[src/rtl/mux_arb_pkg.sv]
// mux_arb_pkg: FSM state type and round-robin pick helper shared by the arbiter
package mux_arb_pkg;
  localparam int MAX_N = 64;
  localparam int IW = 6;
  typedef enum logic {IDLE = 1'b0, GRANT = 1'b1} arb_state_t;
  typedef struct packed {
    logic          found;
    logic [IW-1:0] idx;
  } pick_t;
  // First set bit of r[n-1:0] searching ptr+1, ptr+2, ... modulo n, so the index is always < n.
  function automatic pick_t rr_pick(input logic [MAX_N-1:0] r, input int ptr, input int n);
    pick_t p;
    logic [IW-1:0] j;
    p = '0;
    for (int k = 1; k <= MAX_N; k++) begin
      j = IW'((ptr + k) % n);
      if (!p.found && k <= n && r[j]) begin
        p.found = 1'b1;
        p.idx = j;
      end
    end
    return p;
  endfunction
endpackage

[src/rtl/mux_nto1.sv]
// mux_nto1: one-bit N-to-1 mux, Y = I[S]
//   I  in  N          candidate bits
//   S  in  $clog2(N)  select (always < N)
//   Y  out 1          selected bit
module mux_nto1 #(
  parameter int N = 8
) (
  input  logic [N-1:0]         I,
  input  logic [$clog2(N)-1:0] S,
  output logic                 Y
);
  assign Y = I[S];
endmodule

[src/rtl/mux_rr_arbiter.sv]
// mux_rr_arbiter: round-robin arbiter sharing one N-to-1 data mux over a valid/ready port
//   clk, rst_n      clock, asynchronous active-low reset
//   req, din        per-requester request and W-bit data slice (slice i = din[i*W +: W])
//   gnt             one-hot pulse on the served requester's handshake cycle
//   sel, dout       registered select and the selected data word
//   dout_valid/ready output handshake
//   lock            only with MUX_ARB_LOCK_EN: holds the grant across a handshake (bursts)
module mux_rr_arbiter
  import mux_arb_pkg::*;
#(
  parameter int N = 8,
  parameter int W = 8
) (
  input  logic                 clk,
  input  logic                 rst_n,
  input  logic [N-1:0]         req,
  input  logic [N*W-1:0]       din,
  output logic [N-1:0]         gnt,
  output logic [$clog2(N)-1:0] sel,
  output logic [W-1:0]         dout,
  output logic                 dout_valid,
  input  logic                 dout_ready
`ifdef MUX_ARB_LOCK_EN
  ,
  input  logic                 lock
`endif
);
  localparam int SW = $clog2(N);
  arb_state_t state_q, state_d;
  logic [SW-1:0] sel_q, sel_d, ptr_q, ptr_d;
  logic [MAX_N-1:0] cand;
  logic hs, lock_w;
  pick_t pk;
`ifdef MUX_ARB_LOCK_EN
  assign lock_w = lock;
`else
  assign lock_w = 1'b0;
`endif
  assign hs = state_q == GRANT && dout_ready;
  assign gnt = hs ? N'(1) << sel_q : '0;
  assign dout_valid = state_q == GRANT;
  assign sel = sel_q;
  // On a handshake the served requester's req is stale, so it is masked and the search starts after it.
  always_comb begin
    cand = '0;
    cand[N-1:0] = hs ? req & ~gnt : req;
    pk = rr_pick(cand, int'(hs ? sel_q : ptr_q), N);
    state_d = state_q;
    sel_d = sel_q;
    ptr_d = ptr_q;
    if (state_q == IDLE) begin
      state_d = pk.found ? GRANT : IDLE;
      sel_d = pk.found ? SW'(pk.idx) : sel_q;
    end else if (hs && !lock_w) begin
      ptr_d = sel_q;
      state_d = pk.found ? GRANT : IDLE;
      sel_d = pk.found ? SW'(pk.idx) : sel_q;
    end else if (!hs && !req[sel_q]) begin
      state_d = IDLE;
    end
  end
  always_ff @(posedge clk or negedge rst_n) begin
    if (!rst_n) begin
      state_q <= IDLE;
      sel_q <= '0;
      ptr_q <= SW'(N - 1);
    end else begin
      state_q <= state_d;
      sel_q <= sel_d;
      ptr_q <= ptr_d;
    end
  end
  for (genvar b = 0; b < W; b++) begin : g_bit
    logic [N-1:0] col;
    for (genvar i = 0; i < N; i++) begin : g_col
      assign col[i] = din[i*W+b];
    end
    mux_nto1 #(.N(N)) u_mux (.I(col), .S(sel_q), .Y(dout[b]));
  end
endmodule

[config.mk]
export PLATFORM = sky130hd
export DESIGN_NAME = mux_rr_arbiter
export DESIGN_NICKNAME = d
export VERILOG_FILES = /design/src/rtl/mux_arb_pkg.sv /design/src/rtl/mux_nto1.sv /design/src/rtl/mux_rr_arbiter.sv
export SDC_FILE = /design/constraint.sdc
export NUM_CORES = 1
export LEC_CHECK = 0
export BUFFER_PORTS_ARGS = -buffer_cell sky130_fd_sc_hd__buf_4
export CORE_MARGIN = 1
export CORE_UTILIZATION = 47
export CTS_CLUSTER_DIAMETER = 100
export DETAILED_ROUTE_END_ITERATION = 8
export GPL_TIMING_DRIVEN = 0
export PLACE_DENSITY_LB_ADDON = 0.2
export SYNTH_ARGS = -nofsm -noshare
export SYNTH_HDL_FRONTEND = slang
export SYNTH_HIERARCHICAL = 1
export SYNTH_SLANG_ARGS = --single-unit
[constraint.sdc]
create_clock -name clk -period 5.15 [get_ports clk]
set_input_delay 0.515 -clock clk [delete_from_list [all_inputs] [get_ports clk]]
set_output_delay 0.515 -clock clk [all_outputs]
set_load 0.005 [all_outputs]
==> summary.txt, run 1 <==
Synth
  – Seq/Total Area, Yosys: roughly 10%
  – Syn Nets: around 260
  – Mean post-synth cell area: 9.88 sq um
  – Post-synth EDFFs: 0
  – Yosys cell types: 55
  – Main synth FF type: dfrtp_1
  – Top cell type's share of synthesized area: between 20% and 30%
  – Yosys reg bits: 7
  – Post-synth ARST share: 100%
  – Top cells by area, synth: mux4_1 (23%), mux4_2 (8.6%), mux2_2 (5.5%)
  – Largest area contributor in the netlist: mux4_1
  – Cell count after synthesis: 185
  – Synthesized cell area: 1830 sq um
  – Syn. warnings: 6

Floorplanning
  – Initial Utilization: 49.6%
  – DIE AREA: ~4100 sq um
  – Core Region: 3690 sq um
  – # IOs: 95
  – Die width: ~64 microns
  – Row count: 22
  – Die Y: between 60 and 70 microns

Setup path
  – Critical Path Start Type: flop
  – Worst Reg-to-Reg Cells: 11
  – Worst r2r src: sel[1]
  – Critical Path AT: 4.39 ns
  – Reg2reg end: sel[1]
  – Crit path kind: reg2reg
  – Required time worst endpoint: 5.26 ns
  – R2r setup slk: 0.87 ns
  – Crit. Startpoint: sel[1]
  – CP endpoint: sel[1]
  – Critical Path Fanout Max: 10
  – Worst Setup End Kind: flop

STA
  – Setup slack after layout: ~0.87 ns
  – RSZ-0062 raised after global routing: no
  – Hold Slack: 0.0982 ns
  – Tcrit/Tclk final: about 83%
  – Final Skew: 0.00162 ns
  – Fmax: between 0.2 and 0.25 GHz
  – Min Tclk post-route: 4.28 ns
  – Rel. slew slack: about 41%
  – Final hold violation count: 0
  – Fin. max-slew vios: 0
  – Setup TNS: 0 ns
  – Setup violators final: 0
  – Worst-margin pin slew: ~0.89 ns

Place
  – Area after DPL: roughly 2600 sq um
  – Dpl ws: 0.901 ns
  – Placed wire-length estimate: 4850 microns
  – Routability cong.: between 0.9 and 1
  – IO buf count: 93
  – Placed insts: 326

Global route
  – Largest net degree at the start of global routing: 20
  – Total GRT Usage: 29.7%
  – Vias in the first global route: between 1500 and 2000
  – Initial antenna violation count: 0
  – First-pass GRT wire length: 9600 microns
  – Total gr overflow: 0

Cells and area
  – Design area: 2630 sq um
  – Fill count: 293
  – Layout Nets: 360
  – Final non-filler cell total: 330
  – Synth-to-layout area growth: 43.9%
  – Layout cells sized above 1: 47.9%
  – Commonest cells after routing, fill and taps aside: buf_4 (93), mux4_1 (16), nor2_1 (14)
  – Diodes inserted: 0
  – Commonest non-fill, non-tap cell in the layout: buf_4

CTS
  – TritonCTS Sinks: 7
  – Clk Tree Root Cell: clkbuf_8
  – Clk slew on worst S/H paths: 0.04 ns
  – Cts hold-fix bufs: 0
  – H-Tree Depth: 1
  – Setup Fix Bufs, Post-CTS: 0
  – CTS resizes: 0
  – Worst-Skew Late Latency: 0.23 ns
  – Max Root-Sink Buffers: 2
  – CTS buffer count: 3
  – CTS tree: built

Pwr
  – Pwr dens: about 630 nW/um^2
  – Leak: 1.20 nW
  – VDD IR-drop max: 0.000412 V

Route
  – WL/cell: 18.1 microns
  – Metal2 WL: 3090 microns
  – DRT iter0 DRCs: 96
  – Metal-1 WL: 2400 microns
  – Met3 wire length: about 390 microns
  – Post-route ant nets: 0
  – Residual DRC: 0
  – DR top layer: met4
  – 1st-pass router iterations: 4
  – Vias per inst: 6.13
  – Via count: roughly 2000
  – Routed Wire Length: approximately 6000 microns

Flow run
  – Max cap viols: 0

Worst hold path
  – Hold WC Path Type: in2async

Status
  – Status: complete, no violations
power by group:
group | internal (mW) | switching [mW] | total, mW | leakage (nW)
Combinational | 0.700 | 0.707 | 1.41 | 1.10
Sequential | 0.0901 | 0.0770 | 0.167 | 0.0778
Clock | 0.0535 | 0.0236 | 0.0772 | 0.0228
Total | 0.844 | 0.808 | 1.65 | 1.20
area by class of cell:
| class | instances | area (sq um) | area share, % |
|---|---|---|---|
| clock buffer | 4 | 45.0 | 1.71 |
| multi-input combinational | 160 | 1560 | 59.2 |
| timing repair buffer | 93 | 698 | 26.5 |
| tap | 48 | 60.1 | 2.28 |
| inverter | 9 | 33.8 | 1.28 |
| buffer | 9 | 58.8 | 2.23 |
| sequential | 7 | 179 | 6.80 |
per-layer routing:
layer  up-vias  track usage (%)
met5         -                0
met4         0             4.72
met3        11             5.00
met2        87             53.8
met1       967             37.0
li1        958                -
logic make-up after synthesis:
logic type / synth area share [%]
compound gates: 17.6
xor+xnor: 0.958
fa+ha+maj: 1.37
buf+inv: 5.07
flops: 9.79
mux: 44.7
simple gates: 20.5
sequential cells by signal (all words and copies together), names as in the netlist:
register    count
ptr_q           3
dout_valid      1
sel             3
critical path: stages, from the launching register on:
cell      delay (ns)
dfrtp_1         0.53
clkbuf_1        0.33
mux2i_1         0.62
inv_2           0.20
ha_1            0.31
xnor2_1         0.62
mux4_2          0.47
nor3_4          0.28
nand3_4         0.15
o31ai_2         0.27
a221oi_1        0.09
a211o_1         0.28
Yosys cell counts, drive strengths merged (2+ instances only):
cell     instances
and3             3
a22oi            4
mux2i            8
nor2            15
nand2           12
a221oi           2
mux4            23
nor3             7
clkbuf           4
dfstp            3
buf              5
nand4            5
nand3           12
a2111oi          2
dfrtp            4
mux2            12
inv              9
a21oi           10
o211ai           2
ha               2
nand2b           4
a211oi           3
o21ai           10
xnor2            2
o31ai            3
worst min-delay path by stage:
stage / end / slack (ns) / cells after the start
4_1_cts: dout_valid / 0.1 / 1
3_5_place_dp: dout_valid / 0.33 / 1
2_1_floorplan: dout_valid / 0.22 / 0
3_3_place_gp: dout_valid / 0.33 / 1
6_report: dout_valid / 0.1 / 1
5_1_grt: dout_valid / 0.1 / 1
per-stage QoR:
| step | utilization, % | power [mW] |
|---|---|---|
| 2_1_floorplan | - | 1.18 |
| 3_3_place_gp | 70.1 | 1.53 |
| 3_5_place_dp | 70.1 | 1.56 |
| 4_1_cts | 71.3 | 1.64 |
| 5_1_grt | 71.3 | 1.78 |
| 6_report | 71.3 | 1.65 |
(Power assumes the default switching activity.)
==> run 2, diff against run 1 <==
ABC_AREA = 1   (was not set)
CORE_UTILIZATION = 49   (was 47)
clock period = 3.95 ns   (was 5.15 ns; I/O delays follow)
==> summary.txt, run 2 <==
CTS
  – CTS tree: built
  – Clk slew on worst S/H paths: around 0.040 ns
  – Clk Tree Root Cell: clkbuf_8
  – Max Root-Sink Buffers: 2
  – TritonCTS Sinks: 7
  – CTS buffer count: 3
  – H-Tree Depth: 1
  – Worst-Skew Late Latency: 0.24 ns

STA
  – Final Skew: 0.00441 ns
  – Worst-margin pin slew: approximately 1.1 ns
  – Setup violators final: 0
  – Min Tclk post-route: 3.42 ns
  – Fin. max-slew vios: 0
  – Setup TNS: 0 ns
  – Tcrit/Tclk final: 86.5%
  – Setup slack after layout: between 0.5 and 0.6 ns
  – RSZ-0062 raised after global routing: no
  – Final hold violation count: 0
  – Rel. slew slack: 26.9%
  – Hold Slack: ~0.49 ns
  – Fmax: just under 0.3 GHz

Setup path
  – Largest stage delay, worst path: about 0.91 ns
  – Worst Setup End Kind: flop
  – Critical Path Fanout Max: 47
  – Crit path kind: reg2reg
  – Most used cell, CP: nand2_1
  – Critical-path cell list: inv_1 > nand3_1 > nand2_1 > ha_1 > buf_2 > inv_1 > nand3_1 > nand2_1 > nand2_1 > nand2_1 > nand4_4 > nor2_4 > nand3_2 > nand2_4 > nor2_1 > nand2_1 > nand2_1
  – Buf/Inv on CP: 3
  – Number of stages on the worst setup path: 17
  – Critical Path AT: 3.54 ns
  – Worst Reg-to-Reg Cells: 17
  – CP max-delay cell: dfrtp_2
  – CP delay by family, top: simple AND/OR/NAND/NOR gates
  – Required time worst endpoint: 4.07 ns
  – Critical Path Start Type: flop

Synth
  – Synthesized cell area: between 2000 and 2500 sq um
  – Syn Nets: 507
  – Post-synth ARST share: 100%
  – Syn. warnings: 6
  – Yosys cell types: 25
  – Main synth FF type: dfrtp_1
  – Mean post-synth cell area: 4.88 sq um
  – Cell with the most instances after synthesis: nand2_1
  – Top cells by area, synth: nand2_1 (30%), nand3_1 (20%), inv_1 (18%)
  – Top cell type's share of synthesized area: 29.9%
  – Post-synth EDFFs: 0
  – Seq/Total Area, Yosys: 8.53%
  – Yosys reg bits: 7
  – Cell count after synthesis: between 400 and 500
  – List of most frequent post-synthesis cells: nand2_1 (167), inv_1 (102), nand3_1 (84)
  – Largest area contributor in the netlist: nand2_1

Cells and area
  – Layout Nets: roughly 600
  – Design area: between 2000 and 3000 sq um
  – Synth-to-layout area growth: 39.3%
  – Fill count: 379
  – Commonest non-fill, non-tap cell in the layout: nand2_1
  – Commonest cells after routing, fill and taps aside: nand2_1 (167), inv_1 (102), buf_4 (94)
  – Final non-filler cell total: 579
  – Layout cells sized above 1: 25.7%
  – Post-route core utilization: 72.0%
  – Diodes inserted: 0

Pwr
  – Seq pwr share: 11.2%
  – Switching Fraction: ~60%
  – Switching power total: 1.53 mW
  – Power, Total: 2.54 mW
  – VDD IR-drop max: 0.000770 V
  – Pint: 1.01 mW
  – Clock power share: under 10%
  – Pwr dens: 869 nW/um^2
  – Comb power frac: 84.7%
  – Leak: a little under 2 nW

Route
  – WL/cell: 10.6 microns
  – Vias per inst: roughly 4.8
  – Via count: 2764
  – 1st-pass router iterations: 5
  – DRT iter0 DRCs: 187
  – Post-route ant nets: 0
  – Routed Wire Length: 6160 microns
  – Residual DRC: 0

Place
  – Dpl ws: 0.558 ns
  – Routability cong.: about 0.92
  – Placed wire-length estimate: 4900 microns
  – Area after DPL: around 2900 sq um
  – IO buf count: 94
  – Placed insts: 574

Global route
  – Total gr overflow: 0
  – Total GRT Usage: 28.1%
  – Vias in the first global route: 2400
  – Largest net degree at the start of global routing: 48
  – Initial antenna violation count: 0
  – First-pass GRT wire length: approximately 10000 microns

Worst hold path
  – Cells on Worst Hold Path: 3
  – Hold WC Path Type: in2reg

Floorplanning
  – # IOs: between 90 and 100
  – DIE AREA: 4550 sq um
  – Row count: 23
  – Initial Utilization: between 50% and 60%
  – Die Y: a little under 70 microns
  – Core Region: 4060 sq um
  – Die width: 67.4 microns

Flow run
  – Max cap viols: 0

Status
  – Status: complete, no violations
[run 2: cell types whose count changed after synthesis, sizes merged, moves of 5 or more]
cell and delta:
a21oi -9, inv +105, mux2 -12, mux2i -8
mux4 -23, nand2 +163, nand3 +77, nor2 +7
nor3 -7, o21ai -5
[run 2: worst register-to-register path, delay by kind of cell, from the launching register on]
family | cells | cell delay (ns)
adder cells (fa/ha/maj) | 1 | 0.36
buffers and inverters | 3 | 0.49
flip-flops | 1 | 0.91
AND/OR/NAND/NOR | 13 | 1.54
[run 2: worst paths after layout]
path | slack, ns | start | endpoint
max | 0.53 | sel[0] | sel[2]
min | 0.49 | dout_ready | ptr_q[0]
max reg2reg | 0.53 | sel[0] | sel[2]
min reg2reg | 0.51 | ptr_q[0] | ptr_q[0]
max in group asynchronous | 3.23 | rst_n | ptr_q[0]
min in group asynchronous | 0.51 | rst_n | sel[0]
[run 2: cell type report]
| cell class | count | area, sq um | area share (%) |
|---|---|---|---|
| Inverter | 114 | 428 | 14.6 |
| Buffer | 1 | 5.00 | 0.171 |
| Multi-Input combinational cell | 308 | 1490 | 50.8 |
| Sequential cell | 7 | 180 | 6.17 |
| Timing Repair Buffer | 95 | 716 | 24.5 |
| Tap cell | 50 | 62.6 | 2.14 |
| Clock buffer | 4 | 45.0 | 1.54 |
[run 2: routing by layer]
metal	part of all wire, %	GRT usage, %	vias up	routed length [microns]
met5	0	0	-	0
met4	1.4	6.91	0	84
met3	7.6	2.70	8	468
met2	47	52.9	104	2900
met1	44	33.5	1158	2710
li1	-	-	1494	-
[run 2: repair_timing]
item / 4_1_cts / 5_1_grt
hold endpoints to repair: 4 / 0
hold buffers: 1 / 0
resized for setup: 0 / 0
setup buffers: 0 / 0
[run 2: cells by family (layout without fill, tap and decap cells)]
group / Yosys count / after routing / synth area share (%)
and+or+nand+nor: 291 / 291 / 62.8
buffers and inverters: 115 / 214 / 20.6
AOI/OAI and AO/OA: 11 / 11 / 4.47
DFF: 7 / 7 / 8.53
xor gates and xnor gates: 4 / 4 / 2.39
adders and majority gates: 2 / 2 / 1.19
[run 2: power by group through the flow]
stage	clock network [mW]	registers (mW)	logic, mW
2_1_floorplan	0	0.238	1.60
3_3_place_gp	0	0.282	2.09
3_5_place_dp	0	0.285	2.14
4_1_cts	0.104	0.284	2.14
5_1_grt	0.106	0.299	2.43
6_report	0.104	0.283	2.15
